==> config.mk <==
export PLATFORM = sky130hd
export DESIGN_NAME = adder_result_misr
export DESIGN_NICKNAME = d
export VERILOG_FILES = /design/src/rtl/adder_eval_pkg.sv /design/src/rtl/wide_xor_fold.sv /design/src/rtl/adder_result_misr.sv
export SDC_FILE = /design/constraint.sdc
export NUM_CORES = 1
export LEC_CHECK = 0
export CELL_PAD_IN_SITES_DETAIL_PLACEMENT = 1
export CELL_PAD_IN_SITES_GLOBAL_PLACEMENT = 2
export CORE_AREA = 2 2 207 209
export DETAILED_ROUTE_END_ITERATION = 8
export DIE_AREA = 0 0 209 211
export HOLD_SLACK_MARGIN = 0.03
export PLACE_DENSITY = 0.9
export SKIP_LAST_GASP = 1
export SYNTH_ARGS = -nofsm -noshare
export SYNTH_HDL_FRONTEND = slang
export SYNTH_HIERARCHICAL = 1
export SYNTH_SLANG_ARGS = --single-unit
==> constraint.sdc <==
create_clock -name clk -period 2.4 [get_ports clk]
set_input_delay 0.48 -clock clk [delete_from_list [all_inputs] [get_ports clk]]
set_output_delay 0.48 -clock clk [all_outputs]
set_load 0.03 [all_outputs]
==> src/rtl/adder_eval_pkg.sv <==
// Shared types and helpers for the adder hardware-evaluation wrappers:
// MISR state encoding, the default CRC-32 taps and a generic XOR fold.
package adder_eval_pkg;

    typedef enum logic [1:0] {
        IDLE  = 2'd0,
        RUN   = 2'd1,
        DRAIN = 2'd2,
        DONE  = 2'd3
    } misr_state_t;

    localparam logic [31:0] CRC32_POLY = 32'h04C1_1DB7;

    // Upper bounds for the generic fold helper below.
    localparam int MAX_IN_W  = 1024;
    localparam int MAX_SIG_W = 64;

    // XOR-fold the low in_w bits of data into sig_w-bit slices (slice 0 = LSBs,
    // top slice implicitly zero-extended). Bits above sig_w in the result are 0.
    function automatic logic [MAX_SIG_W-1:0] xor_fold(input logic [MAX_IN_W-1:0] data,
                                                      input int in_w,
                                                      input int sig_w);
        logic [MAX_SIG_W-1:0] res;
        res = {MAX_SIG_W{1'b0}};
        for (int i = 0; i < MAX_IN_W; i++) begin
            if (i < in_w) begin
                res[i % sig_w] = res[i % sig_w] ^ data[i];
            end else begin
                res = res;
            end
        end
        return res;
    endfunction

endpackage

==> src/rtl/wide_xor_fold.sv <==
// Purely combinational fold of a wide word into SIG_WIDTH bits by XOR of all
// SIG_WIDTH-bit slices; the partial top slice is zero-extended.
module wide_xor_fold
    import adder_eval_pkg::*;
#(
    parameter int IN_WIDTH  = 500,
    parameter int SIG_WIDTH = 32
) (
    input  logic [IN_WIDTH-1:0]  i_data,
    output logic [SIG_WIDTH-1:0] o_fold
);
    localparam int NSLICE = (IN_WIDTH + SIG_WIDTH - 1) / SIG_WIDTH;
    localparam int PAD_W  = NSLICE * SIG_WIDTH;

    logic [PAD_W-1:0] w_pad;

    // Zero-extend the input to a whole number of slices.
    always_comb begin
        w_pad                 = {PAD_W{1'b0}};
        w_pad[IN_WIDTH-1:0]   = i_data;
    end

    // XOR all slices together.
    always_comb begin
        o_fold = {SIG_WIDTH{1'b0}};
        for (int s = 0; s < NSLICE; s++) begin
            o_fold = o_fold ^ w_pad[s*SIG_WIDTH +: SIG_WIDTH];
        end
    end

endmodule

==> src/rtl/adder_result_misr.sv <==
// Response compactor: folds each accepted result word to SIG_WIDTH bits and
// compacts SAMPLE_COUNT words into a Galois MISR signature.
module adder_result_misr
    import adder_eval_pkg::*;
#(
    parameter int                   IN_WIDTH     = 500,
    parameter int                   SIG_WIDTH    = 32,
    parameter logic [SIG_WIDTH-1:0] POLY         = SIG_WIDTH'(CRC32_POLY),
    parameter logic [SIG_WIDTH-1:0] SEED         = {SIG_WIDTH{1'b1}},
    parameter int                   SAMPLE_COUNT = 1024
) (
    input  logic                 clk,
    input  logic                 resetn,
    input  logic                 start,
    input  logic                 in_valid,
    input  logic [IN_WIDTH-1:0]  in_data,
    output logic [SIG_WIDTH-1:0] sig,
    output logic                 sig_valid,
    output logic                 busy
);
    localparam int               CNT_W    = $clog2(SAMPLE_COUNT + 1);
    localparam logic [CNT_W-1:0] CNT_LAST = CNT_W'(SAMPLE_COUNT);

    misr_state_t          r_state;
    misr_state_t          w_state_nxt;
    logic [CNT_W-1:0]     r_cnt;
    logic [SIG_WIDTH-1:0] r_sig;
    logic [SIG_WIDTH-1:0] r_fold_q;
    logic [SIG_WIDTH-1:0] w_fold;
    logic [SIG_WIDTH-1:0] w_sig_step;
    logic                 r_fold_v;
    logic                 r_sig_valid;
    logic                 r_busy;
    logic                 w_accept;
    logic                 w_load;
    logic                 w_last;
    logic                 w_busy_nxt;
    logic                 w_sig_valid_nxt;

    wide_xor_fold #(
        .IN_WIDTH  (IN_WIDTH),
        .SIG_WIDTH (SIG_WIDTH)
    ) u_fold (
        .i_data (in_data),
        .o_fold (w_fold)
    );

    // A word counts only while running; start is honoured only between runs,
    // so a start cycle never accepts a word and a run cannot be restarted.
    assign w_accept = (r_state == RUN) && in_valid;
    assign w_load   = start && ((r_state == IDLE) || (r_state == DONE));
    assign w_last   = w_accept && (r_cnt == (CNT_LAST - CNT_W'(1)));

    // One Galois shift with the registered fold injected.
    assign w_sig_step = {r_sig[SIG_WIDTH-2:0], 1'b0}
                      ^ (r_sig[SIG_WIDTH-1] ? POLY : {SIG_WIDTH{1'b0}})
                      ^ r_fold_q;

    // FSM state register.
    always_ff @(posedge clk or negedge resetn) begin
        if (!resetn) begin
            r_state <= IDLE;
        end else begin
            r_state <= w_state_nxt;
        end
    end

    // FSM next-state logic; DRAIN gives the last fold one cycle to land.
    always_comb begin
        w_state_nxt = r_state;
        case (r_state)
            IDLE:    w_state_nxt = start  ? RUN  : IDLE;
            RUN:     w_state_nxt = w_last ? DRAIN : RUN;
            DRAIN:   w_state_nxt = DONE;
            DONE:    w_state_nxt = start  ? RUN  : DONE;
            default: w_state_nxt = IDLE;
        endcase
    end

    // FSM output decode from the next state so the registered flags align with the state.
    always_comb begin
        w_busy_nxt      = 1'b0;
        w_sig_valid_nxt = 1'b0;
        case (w_state_nxt)
            RUN, DRAIN: w_busy_nxt      = 1'b1;
            DONE:       w_sig_valid_nxt = 1'b1;
            default: begin
                w_busy_nxt      = 1'b0;
                w_sig_valid_nxt = 1'b0;
            end
        endcase
    end

    // Registered status outputs.
    always_ff @(posedge clk or negedge resetn) begin
        if (!resetn) begin
            r_busy      <= 1'b0;
            r_sig_valid <= 1'b0;
        end else begin
            r_busy      <= w_busy_nxt;
            r_sig_valid <= w_sig_valid_nxt;
        end
    end

    // Fold pipeline stage: breaks the wide XOR tree away from the MISR feedback.
    always_ff @(posedge clk or negedge resetn) begin
        if (!resetn) begin
            r_fold_q <= {SIG_WIDTH{1'b0}};
            r_fold_v <= 1'b0;
        end else begin
            r_fold_q <= w_fold;
            r_fold_v <= w_accept;
        end
    end

    // Accepted-word counter for the current run.
    always_ff @(posedge clk or negedge resetn) begin
        if (!resetn) begin
            r_cnt <= {CNT_W{1'b0}};
        end else if (w_load) begin
            r_cnt <= {CNT_W{1'b0}};
        end else if (w_accept) begin
            r_cnt <= r_cnt + CNT_W'(1);
        end else begin
            r_cnt <= r_cnt;
        end
    end

    // Signature register: reseeded on start, advanced only by a valid fold.
    always_ff @(posedge clk or negedge resetn) begin
        if (!resetn) begin
            r_sig <= SEED;
        end else if (w_load) begin
            r_sig <= SEED;
        end else if (r_fold_v) begin
            r_sig <= w_sig_step;
        end else begin
            r_sig <= r_sig;
        end
    end

    assign sig       = r_sig;
    assign sig_valid = r_sig_valid;
    assign busy      = r_busy;

endmodule

==> results.md <==
* Crit Reg-Reg Startpoint: r_state[1]
* Final Cycle Share at 0.8879
* Slowest CP cell: clkdlybuf4s50_1
* Die area at 44100 µm²
* CTS root buf: clkbuf_16
* WL final at 31240 µm
* Worst Slack Setup Final at 0.2690 ns
* Share of cells above drive strength 1 at 0.04619
* Hold_buf cts at 0
* Maximum clock path buffer count at 2
* Setup TNS at 0 ns
* Worst Setup SP: sig[12]
* Register area share after synthesis at 0.2763
* Max-Cap Viols at 0
* Total track usage at 0.1387
* Initial Util at 0.1770
* CP Max Fanout at 3
* PostCTS Resize Cnt at 0
* Core area at 41760 µm²
* Crit-path cells: clkdlybuf4s50_1
* Vias post-DR at 6992
* FF+latch area at 2042 µm²
* Status: finished clean
* Critical path buffer and inverter count at 1
* Syn_nets at 1263
* Minimum clock period at 2.131 ns
* Iteration-0 DRC Markers at 102
* Area of the multi-input gates at 5260 µm²
* Via-to-Cell Ratio at 3.792
* Delay-heaviest family, CP: buffers and inverters
* Filler Cell Count at 4790
* Synthesized area at 7390 µm²
* Worst Skew at 0.008352 ns
* Max Clk Rate at 0.4693 GHz
* Crit path DAT at 1.65 ns
* Crit. path cell count at 1
* Most frequent cells in the layout: clkdlybuf4s50_1 (536), xnor2_1 (438), xor2_1 (77), dfrtp_1 (48), nor2_1 (40)
* Port buffer count at 537
* DP HPWL at 27990 µm
* TritonCTS Buffers at 9
* Placed Instances at 1823
* # IOs at 538
* Grt total ovfl at 0
* RSZ-0062 raised after global routing: no
* Min-Delay Path Class: primary input to asynchronous set/reset pin
* Startpoint types: flop
* Initial antenna violation count at 6
* Final setup fails at 0
* Count of different cell masters after synthesis at 28
* Layout Cells excl Fill at 1844
* Setup Slack @ Placement at 0.2028 ns
* Worst R2R Path Depth at 6
* Total number of clock tree sinks at 80
* First-pass GRT wire length at 45660 µm
* LEAKAGE at 4.714 nW
* CTS tree: done
* Worst path required time at 1.92 ns
* Mapped Cells at 753
* CP Capture Type: output pin
* Overall Power at 9.386 mW
* Largest stage delay on the critical path at 0.75 ns
* Peak supply drop at 0.2893 mV
* CTS clk-pin slew, worst paths at 0.06 ns
* Post-CTS setup buffer count at 0
* Commonest non-fill, non-tap cell in the layout: clkdlybuf4s50_1
* Overall die width at 209 µm
* Pre-antenna DRT Iters at 4
* Nets at 1805
* Chip height at 211 µm
* Largest net degree at the start of global routing at 42
* H-tree depth at 3
* Relative slew slack at 0.6295
* Detail Route Antenna Nets at 0
* Row count at 75
* Synthesis-to-finish area growth at 86.03%
* Worst Tran Pin Value at 0.5558 ns
* Fin. max-slew vios at 0
* Power Dens Cells at 682.8 nW/µm²
* Register bit total from synthesis at 80
* Endpoints failing hold at 0
* Vias in the first global route at 7907
* Crit Path Class: flop to output pin
* Avg WL per Cell at 16.94 µm
* Syn_area_per_cell at 9.814 µm²
* DRC at 0
* Syn. warnings at 6
* RD Place Congestion at 0.8124
* Skew-Pair Late Insertion Delay at 0.34 ns
[sequential cells by signal (all words and copies together), names as in the netlist]
name       count
r_fold_q      32
r_fold_v       1
sig           32
r_state        2
r_cnt         11
sig_valid      1
busy           1
[report_power, final]
part	switching [mW]	internal (mW)	leakage [nW]
clock network	0.597	0.804	0.135
registers	0.520	2.18	0.910
logic	2.43	2.85	3.67
total	3.55	5.83	4.71
[per-layer routing]
metal,track usage,share of wire,wire length [µm]
met4,0.05443,0.022,684
met3,0.03330,0.059,1833
met2,0.2675,0.55,17270
met1,0.1438,0.37,11450
met5,0,0,0
[synthesized netlist by cell type]
library cell | instances | area (µm²)
o31a_1 | 1 | 8.760
dfstp_2 | 32 | 840.8
nand2b_1 | 3 | 18.77
buf_1 | 1 | 3.750
inv_1 | 7 | 26.28
nor2b_1 | 2 | 12.51
inv_2 | 1 | 3.750
or4_1 | 4 | 30.03
nor2_1 | 40 | 150.1
nor4_1 | 2 | 12.51
nand3_1 | 2 | 10.01
xnor2_1 | 438 | 3836
nand3_2 | 2 | 20.02
o21ai_0 | 24 | 120.1
ha_1 | 6 | 75.07
a21oi_1 | 8 | 40.04
xor2_1 | 77 | 674.4
o31ai_1 | 4 | 30.03
clkbuf_1 | 8 | 30.03
dfrtp_1 | 48 | 1201
buf_2 | 3 | 15.01
or3_2 | 2 | 15.01
or3_1 | 2 | 12.51
mux2i_1 | 1 | 10.01
o211ai_1 | 13 | 97.59
nand4_1 | 2 | 12.51
buf_6 | 1 | 11.26
nand2_1 | 19 | 71.32
[logic make-up after synthesis]
group | after synthesis | share of synthesized area
muxes | 1 | 0.001355
DFF | 80 | 0.2763
xor gates and xnor gates | 515 | 0.6104
buffers and inverters | 21 | 0.01219
adders and majority gates | 6 | 0.01016
and+or+nand+nor | 80 | 0.04944
AOI/OAI and AO/OA | 50 | 0.04013
[final timing paths]
path	to	slack, ns
setup / recovery	sig[12]	0.27
hold / removal	r_fold_q[3]	0.13
setup reg to reg	busy	0.50
hold reg to reg	sig[22]	0.51
max in group asynchronous	sig[22]	1.53
min in group clk	sig[22]	0.51
[final cells by class]
cell class | instances | share of cell area
Multi-Input combinational cell | 652 | 0.3826
Clock inverter | 5 | 0.004278
Timing Repair Buffer | 544 | 0.3956
Antenna cell | 6 | 0.001092
Clock buffer | 10 | 0.01666
Inverter | 8 | 0.002184
Sequential cell | 80 | 0.1485
Tap cell | 539 | 0.04906
[through the flow]
stage	cell area (µm²)	utilization	hold WS, ns
6_report	13750	0.3292	0.1304
5_1_grt	13750	0.3292	0.1620
4_1_cts	13730	0.3288	0.1390
3_5_place_dp	13440	0.3219	0.5083
3_3_place_gp	13440	0.3219	0.5033
2_1_floorplan	7390	-	0.1844
No activity file was read; power rests on OpenSTA's default activity.
